File: src/rtl/fetch_queue.sv
// -----------------------------------------------------------------------------
// fetch_queue
//
// Instruction prefetch buffer sitting between instruction memory and the FD
// latch. It walks a sequential fetch PC, issues at most one imem read per cycle
// while buffer credit remains, captures each returned word together with the
// PC it was fetched from, and hands the oldest entry to decode through a
// valid/ready handshake. A redirect from execute (taken branch/jump) throws
// away everything buffered or in flight and restarts fetch at the target.
//
// Ports
//   clock         in   1            rising-edge clock
//   reset         in   1            synchronous, active-low reset
//   address_imem  out  32           imem read address (always the fetch PC)
//   imem_req      out  1            a read is issued this cycle
//   q_imem        in   32           imem data, valid one cycle after the read
//   redirect      in   1            flush and restart request from execute
//   redirect_pc   in   32           restart address, used when redirect=1
//   out_valid     out  1            head entry available to decode
//   out_ready     in   1            decode accepts the head entry this cycle
//   out_instr     out  32           head instruction, 0 (NOP) when not valid
//   out_pc        out  32           PC of the head instruction, 0 when not valid
//   count         out  log2(D)+1    current buffer occupancy
//
// DEPTH must be a power of two and at least 2 so the pointers wrap naturally.
// -----------------------------------------------------------------------------
module fetch_queue #(
    parameter int          DEPTH    = 4,
    parameter logic [31:0] RESET_PC = 32'd0
) (
    input  logic                     clock,
    input  logic                     reset,
    output logic [31:0]              address_imem,
    output logic                     imem_req,
    input  logic [31:0]              q_imem,
    input  logic                     redirect,
    input  logic [31:0]              redirect_pc,
    output logic                     out_valid,
    input  logic                     out_ready,
    output logic [31:0]              out_instr,
    output logic [31:0]              out_pc,
    output logic [$clog2(DEPTH):0]   count
);

    localparam int PW = $clog2(DEPTH);  // pointer width
    localparam int CW = PW + 1;         // occupancy width (holds 0..DEPTH)

    typedef struct packed {
        logic [31:0] instr;
        logic [31:0] pc;
    } entry_t;

    // ------------------------------------------------------------------
    // State
    // ------------------------------------------------------------------
    entry_t          mem [DEPTH];
    logic [31:0]     fetch_pc;
    logic            inflight;
    logic [31:0]     inflight_pc;
    logic [PW-1:0]   rd_ptr;
    logic [PW-1:0]   wr_ptr;
    logic [CW-1:0]   occ;

    logic [CW:0]     credit_used;
    logic            has_credit;
    logic            push;
    logic            pop;
    entry_t          head;

    // ------------------------------------------------------------------
    // Issue credit
    // ------------------------------------------------------------------
    // Every outstanding read already owns a slot, so credit counts buffered
    // entries plus the one in flight. A pop in the same cycle is deliberately
    // not credited back: this keeps imem_req off the out_ready path and costs
    // at most one cycle of fetch bandwidth right after the buffer fills.
    assign credit_used = {1'b0, occ} + {{CW{1'b0}}, inflight};
    assign has_credit  = credit_used < (CW+1)'(DEPTH);

    assign imem_req     = reset & ~redirect & has_credit;
    assign address_imem = fetch_pc;

    // ------------------------------------------------------------------
    // Handshake to decode
    // ------------------------------------------------------------------
    // During a redirect the head is stale by definition, so it is hidden
    // immediately rather than waiting for the flush edge.
    assign head      = mem[rd_ptr];
    assign out_valid = (occ != '0) & ~redirect;
    assign out_instr = out_valid ? head.instr : 32'd0;
    assign out_pc    = out_valid ? head.pc    : 32'd0;
    assign count     = occ;

    // The word returning this cycle belongs to the read issued last cycle.
    // A redirect kills it; a reset discards it along with everything else.
    assign push = reset & inflight & ~redirect;
    assign pop  = out_valid & out_ready;

    // ------------------------------------------------------------------
    // Entry storage (no reset needed: occupancy gates visibility)
    // ------------------------------------------------------------------
    always_ff @(posedge clock) begin
        if (push) begin
            mem[wr_ptr] <= '{instr: q_imem, pc: inflight_pc};
        end
    end

    // ------------------------------------------------------------------
    // Control state
    // ------------------------------------------------------------------
    always_ff @(posedge clock) begin
        if (!reset) begin
            fetch_pc    <= RESET_PC;
            inflight    <= 1'b0;
            inflight_pc <= 32'd0;
            rd_ptr      <= '0;
            wr_ptr      <= '0;
            occ         <= '0;
        end else if (redirect) begin
            // Flush: the last redirect seen before the stream resumes wins.
            fetch_pc <= redirect_pc;
            inflight <= 1'b0;
            rd_ptr   <= '0;
            wr_ptr   <= '0;
            occ      <= '0;
        end else begin
            if (imem_req) begin
                inflight    <= 1'b1;
                inflight_pc <= fetch_pc;
                fetch_pc    <= fetch_pc + 32'd1;  // wraps 0xFFFFFFFF -> 0
            end else begin
                inflight <= 1'b0;
            end

            if (push) begin
                wr_ptr <= wr_ptr + PW'(1);
            end
            if (pop) begin
                rd_ptr <= rd_ptr + PW'(1);
            end

            // Credit rules guarantee push never lands on a full buffer.
            occ <= occ + {{PW{1'b0}}, push} - {{PW{1'b0}}, pop};
        end
    end

endmodule

File: config.mk
export PLATFORM = sky130hd
export DESIGN_NAME = fetch_queue
export DESIGN_NICKNAME = d
export VERILOG_FILES = /design/src/rtl/fetch_queue.sv
export SDC_FILE = /design/constraint.sdc
export NUM_CORES = 1
export LEC_CHECK = 0
export CAP_MARGIN = 0
export CORE_ASPECT_RATIO = 0.6
export CORE_UTILIZATION = 50
export DETAILED_ROUTE_END_ITERATION = 10
export PLACE_DENSITY = 0.76
export SLEW_MARGIN = 0
export SYNTH_ARGS = -nofsm -noshare
export SYNTH_HDL_FRONTEND = slang
export SYNTH_SLANG_ARGS = --single-unit
File: constraint.sdc
create_clock -name clock -period 3 [get_ports clock]
set_input_delay 0.6 -clock clock [delete_from_list [all_inputs] [get_ports clock]]
set_output_delay 0.6 -clock clock [all_outputs]
set_load 0.02 [all_outputs]
======== After elaboration in Yosys (flattened, before gate mapping) ========
Memory sizes are Yosys's and may differ from the RTL's. A register that Yosys moved wholly into a read port is not among the register bits.
Index checks and enable logic that the tools add are counted.
storage, ports and cells
  flip-flop bits (word level) ............. 72
  RAM bits ................................ 256
  input port bits ......................... 68
  output and inout bits ................... 101
  logic and storage cells ................. 35
  memories ................................ 1
cells by class
  $add $sub $neg .......................... 6
  order comparisons ....................... 1
  multiplexer cells ....................... 9
  bitwise gates (word level) .............. 8
  reduce and logical (&&, ||, !) cells .... 4
memories
  name  words  width  rd ports  clocked after Yosys merged registers in  write ports  RTL line  text
  mem   4      64     1         1                                        1            56        entry_t mem [DEPTH];
operators with widths
  kind                                                                          count
  32-bit 2-to-1 mux                                                             4
  32-bit by 1-bit adder with 32-bit output, second input constant               1
  1-bit AND                                                                     6
  2-bit by 1-bit adder with 2-bit output, second input constant                 2
  3-bit by 1-bit adder with 4-bit output                                        1
  4-bit by 3-bit less-than comparator with 1-bit output, second input constant  1
  2-bit 2-to-1 mux                                                              2
  3-bit by 1-bit adder with 3-bit output                                        1
  1-bit 2-to-1 mux                                                              3
  3-bit nonzero test                                                            1
  3-bit by 1-bit subtractor with 3-bit output                                   1
  1-bit NOT                                                                     2
  2-bit AND reduction                                                           1
  2-bit nonzero test                                                            1
  2-bit OR reduction                                                            1

======== Logic depth before layout (Yosys ltp) ========
Gate-level depths: netlist of the first run.
  depth after elaboration ................. 5
  mapped depth ............................ 10

======== Least setup slack after synthesis of the first run ========
OpenSTA, ideal clock, no wires.
  path type ............................... input to register
  start point ............................. input port redirect
  end point ............................... memory mem[0][0] (netlist bit) (enable)
  setup time .............................. 429 ps
  arrival ................................. 2,687 ps
  required time ........................... 2,571 ps
  slack ................................... -116 ps
  cell stages on the path ................. 4
  buffers on the path ..................... 2
  path through ............................ clkbuf_1 -> nor2b_1 -> clkbuf_1 -> and3_1
on the way
  cells in the longest elaborated chain, start to end .. 4
ends and longest elaborated chain
  element                                 RTL line  text
  start, declared                         36        input logic redirect,
  1-bit NOT (no source line)              n/a
  1-bit AND                               96        assign push = reset & inflight & ~redirect;
  1-bit 2-to-1 mux                        103       if (push) begin
  1-bit 2-to-1 mux (implied by the code)  104       mem[wr_ptr] <= '{instr: q_imem, pc: inflight_pc};
  end, declared                           56
Every way passes these cells.

==> results of run 1 <==
cell usage after synthesis, drive strengths merged:
library cell and n:
edfxtp 256, nand2 95, dfxtp 74, and2 68, mux4 64, clkbuf 34
a21boi 32, o21ai 31, a21oi 24, xnor2 24, nor4 16, buf 15
nand4 13, nor2 11, nand3 10, inv 9, ha 8, nor3 7
xor2 7, and3 6, and4 4, nor3b 4, a22o 2, mux2i 2
o211a 2, a211o 1, a211oi 1, clkinv 1, fa 1, nand3b 1
nor2b 1, o2111a 1, o22a 1, o22ai 1, o31a 1, o31ai 1
or3 1
sequential cells by signal, indices dropped and copies added, names as in the netlist, named ones only:
signal        cells
count             3
mem             256
rd_ptr            2
inflight_pc      32
inflight          1
wr_ptr            2
address_imem     32
layer usage:
metal	GRT usage	wire length [microns]	part of all wire
met1	0.335	13500	0.46
met2	0.341	13200	0.45
met4	0.0379	443	0.015
met3	0.0387	1910	0.066
met5	0	0	0
power by group:
group          internal (mW)  leakage [nW]  switching, mW
clock                   2.19         0.461           1.58
sequential              4.97          2.87         0.0896
combinational          0.231          2.29          0.226
total                   7.39          5.63           1.90
layout make-up:
type / count / area, sq um
Tap cell: 352 / 440
Inverter: 10 / 40.0
Fill cell: 1839 / 9020
Clock buffer: 33 / 741
Clock inverter: 19 / 213
Timing Repair Buffer: 216 / 2150
Sequential cell: 330 / 9180
Multi-Input combinational cell: 441 / 3830
logic make-up after synthesis:
family / after synthesis / synth area share
compound gates: 98 / 0.0474
xor+xnor: 31 / 0.0205
fa+ha+maj: 9 / 0.00908
buf+inv: 59 / 0.0199
flops: 330 / 0.693
mux: 66 / 0.110
simple gates: 237 / 0.0997
worst max-delay path, delay by kind of cell, from the launching register on:
kind | cells | cell delay [ns]
buffers and inverters | 2 | 0.55
flip-flops | 1 | 0.43
multiplexers | 1 | 0.57
AND/OR/NAND/NOR | 1 | 0.18
how the worst max path moves through the flow:
stage | startpoint | endpoint | slack (ns) | cells past startpoint
finish | flip-flop | out_pc[25] | 0.11 | 4
floorplan | redirect | mem[0][0] | 0.59 | 4
CTS | flip-flop | out_instr[27] | 0.01 | 5
detailed placement | redirect | count[2] | -0.07 | 11
global route | flip-flop | out_pc[25] | 0.03 | 4
global placement | redirect | count[2] | -0.09 | 11
cells in the final DEF (no fill, tap or decap), drive strengths merged, types with 5 or more instances in the layout:
cell and n:
nand2 95, edfxtp 256, inv 9, nand3 10, and3 6, dlygate4sd2 64, nor2 11, nor3 7
xor2 7, clkinv 13, buf 50, a21oi 24, nand4 13, a21boi 32, bufinv 5, mux4 64
o21ai 31, dfxtp 74, xnor2 24, nor4 16, ha 8, clkdlybuf4s50 102, and2 68, clkbuf 33
timing repair:
item | 4_1_cts | 5_1_grt
gates cloned | 0 | 0
setup endpoints to repair | 65 | 1
setup buffers | 6 | 13
pin swaps | 0 | 0
gates resized for setup | 65 | 0
hold buffers | 0 | 0
==> results.toml, run 1 <==
[outcome]
status = "complete, no violations"

[synthesis]
synth_largest_area_cell = "edfxtp_1"
synth.area.top_cells = "edfxtp_1, dfxtp_1, mux4_2"
yosysSeqAreaShare = 0.693
synth_cell_type_count = 51
synth-seq-cells = 330
postSynthAreaPerCell_sq_um = 15.9
synth_top_cell_area_share = 0.581
syn_area_sq_um = 13200
synth_nets = 907
synthCells = 830
yosysWarnings = 0

[min_path]
hp-start = "inflight_pc[27]"
hold_path_depth = 2
holdPathEnd = "inflight_pc[27]"
min_path_type = "reg2reg"

[job]
drv_cap = 0

[drt]
drcViolationCount = 0
ant_nets = 0
routedWlPerCell_microns = 20.8
viasPerCell = 5.53
first_pass_iters = 5
vias = 7743
wirelength_microns = 29100
dr.first_iter.drc_count = 503

[setup_path]
reg2reg_from = "count[2]"
critPathMaxFanout = 22
startpoint_type = "flip-flop"
path_cells = "buf_12 > mux4_2 > and2_1 > dlygate4sd2_1"
worst_path_max_delay_cell = "mux4_2"
r2r_cells = 10
end_kind = "output port"
regToRegSetupSlack_ns = 0.45
criticalPathCategory = "reg2out"
timing.rr.end = "count[2]"
worstPathRequired_ns = 2.40
worstPathArrival_ns = 2.29
max_stage_delay_ns = 0.57

[power]
power_mw = 9.29
power_density_nw_per_um2 = 560
leakage_nw = 5.63
ir_drop_mv = 0.403

[floorplan]
start_util = 0.516
die_h_microns = 128
io-pin-count = 169
die_area_sq_um = 27100
core.rowCount = 45
core_area_sq_um = 25600
die_x_microns = 212

[place]
numPlacedInstances = 1330
portBuffers = 168
placed_area_sq_um = 15600
hpwl_microns = 18700
pre_cts_ws_ns = -0.0698
globalplace.congestion = 0.851

[finish]
stdcell_count = 1401
finish.utilization = 0.648
synthToLayoutAreaGrowth_pct = 25.4
layout.nets = 1105
finish.instance_area_sq_um = 16600
antenna-diode-count = 0
drive_gt1_frac = 0.173

[sta]
final-hold-violation-count = 0
tightestPinTransition_ns = 0.621
whs_ns = 0.504
timing.slew.headroom = 0.586
fin_setup_tns_ns = 0
min_period_over_period = 0.962
rsz0062_at_grt = "no"
fmax_mhz = 346
fin_ws_ns = 0.113
clock_skew_ns = 0.00939
timing.final.max_slew_violations = 0
setup_violations = 0
post-route-min-period_ns = 2.89

[global_routing]
grt.overflow.total = 0
grt_max_degree = 66
grt_first_pass_wirelength_microns = 45200
grt_util_all_layers = 0.221
grt_pass1_vias = 7631
antenna_found_initial = 1

[clock_network]
cts-root-buf = "clkbuf_16"
clock_latency_ns = 0.55
cts_buffers = 29
htreeDepth = 1
cts_sinks = 330
cts.clk_slew.worst_paths_ns = 0.07
clock_path_buffers = 3
cts_tree = "done"
No activity file was read; power rests on OpenSTA's default activity.
==> run 2: changes to the inputs <==
==> constraint.sdc (replaced) <==
create_clock -name clock -period 2.35 [get_ports clock]
set_input_delay 0.47 -clock clock [delete_from_list [all_inputs] [get_ports clock]]
set_output_delay 0.47 -clock clock [all_outputs]
set_load 0.02 [all_outputs]
==> run 2 against run 1 <==
Against the previous run:
- utilization is 3.0 points higher
- largest power group unchanged
- cell count rose by 1.4%
- design area increased by 4.7%
- worst hold slack worse by 0.0033 ns
- non-clock buffer count rose by 19
- sequential power increased by 27%
- flip-flop and latch count stayed put
- critical path type unchanged
- the run now ends with setup timing left
==> results.toml, run 2 (synthesized netlist as in run 1, its figures left out) <==
[finish]
finish.instance_area_sq_um = 17400
stdcell_count = 1421
largest_register_ffs = 256
final_common_cell = "edfxtp_1"
mostFrequentLayoutCells = "edfxtp_1, clkdlybuf4s50_1, nand2_1"
antenna-diode-count = 0
synthToLayoutAreaGrowth_pct = 31.3
drive_gt1_frac = 0.318
layout.nets = 1124
regMostFlops = "mem"

[floorplan]
die_x_microns = 212
io-pin-count = 169
core_area_sq_um = 25600
die_area_sq_um = 27100
die_h_microns = 128
core.rowCount = 45
start_util = 0.516

[clock_network]
cts.clk_slew.worst_paths_ns = 0.06
clock_latency_ns = 0.55
htreeDepth = 1
clock_path_buffers = 3
cts_buffers = 29
cts_sinks = 330
cts-root-buf = "clkbuf_16"
cts_tree = "done"

[setup_path]
r2r_cells = 10
end_kind = "output port"
startpoint_type = "flip-flop"
critPathMaxFanout = 6
criticalPathCategory = "reg2out"
worstPathRequired_ns = 1.88
worstPathArrival_ns = 2.13
timing.rr.end = "count[2]"
reg2reg_from = "count[1]"
regToRegSetupSlack_ns = 0.13

[place]
placed_area_sq_um = 15800
hpwl_microns = 19200
portBuffers = 168
pre_cts_ws_ns = -0.469
globalplace.congestion = 0.888
numPlacedInstances = 1353

[sta]
rsz0062_at_grt = "yes"
clock_skew_ns = 0.0115
fmax_mhz = 385
post-route-min-period_ns = 2.60
fin_setup_tns_ns = -10.33
min_period_over_period = 1.11
timing.final.max_slew_violations = 0
timing.slew.headroom = 0.597
setup_violations = 64
fin_ws_ns = -0.250
tightestPinTransition_ns = 0.605
final-hold-violation-count = 0

[drt]
dr.first_iter.drc_count = 652
first_pass_iters = 5
wirelength_microns = 29700
vias = 7844
ant_nets = 0
viasPerCell = 5.52
drcViolationCount = 0
routedWlPerCell_microns = 20.9

[global_routing]
grt_first_pass_wirelength_microns = 46400
grt.overflow.total = 0
grt_max_degree = 66
grt_pass1_vias = 7809
grt_util_all_layers = 0.228
antenna_found_initial = 0

[outcome]
failed_checks = "setup timing"
status = "finished with violations"

[min_path]
holdPathEnd = "inflight_pc[12]"
hp-start = "inflight_pc[12]"
hold_path_depth = 2
min_path_type = "reg2reg"

[power]
power_density_nw_per_um2 = 687
leakage_nw = 5.78
ir_drop_mv = 0.534

[job]
drv_cap = 0
-- run 2: critical path, stage by stage (launching register included) --
cell and delay, ns:
dfxtp_4 0.40, buf_12 0.15, buf_4 0.13, mux4_2 0.58, and2_4 0.17, buf_4 0.15
-- run 2: timing repair --
action,4_1_cts,5_1_grt
gates resized for setup,453,19
pin swaps,58,9
setup buffers,12,2
hold buffers,0,0
gates cloned,7,0
setup endpoints to repair,68,66
-- run 2: stage by stage --
stage | total power, mW | hold slack [ns] | util
after floorplan | 6.82 | 0.460 | -
after global placement | 7.18 | 0.484 | 0.617
after CTS | 12.0 | 0.508 | 0.679
final | 11.9 | 0.501 | 0.678
after detailed placement | 7.20 | 0.499 | 0.617
after global routing | 12.3 | 0.529 | 0.678
-- run 2: worst max path at each step --
stage                   start  slack (ns)             to  cells after the start
finish              flip-flop       -0.25     out_pc[31]                      5
global placement     redirect       -0.47       count[2]                     11
global route        flip-flop       -0.31  out_instr[29]                      6
floorplan            redirect        0.07      mem[0][0]                      4
CTS                 flip-flop       -0.30      out_pc[8]                      6
detailed placement   redirect       -0.47       count[2]                     11
-- run 2: area by class of cell --
class                      count  area, sq um
inverter                      10         40.0
clock buffer                  41          886
timing repair buffer         235         2720
multi-input combinational    441         4010
tap                          352          440
sequential                   330         9180
clock inverter                12         95.1
fill                        1758         8250
-- run 2: per-layer routing --
| metal | part of all wire | GRT usage |
|---|---|---|
| met4 | 0.011 | 0.0332 |
| met5 | 0 | 0 |
| met3 | 0.057 | 0.0387 |
| met1 | 0.47 | 0.346 |
| met2 | 0.46 | 0.354 |
-- run 2: report_power, final --
| group | total [mW] | leakage, nW | internal, mW | switching, mW |
|---|---|---|---|---|
| Sequential | 6.44 | 2.87 | 6.34 | 0.0962 |
| Combinational | 0.656 | 2.42 | 0.335 | 0.321 |
| Clock | 4.84 | 0.485 | 2.75 | 2.09 |
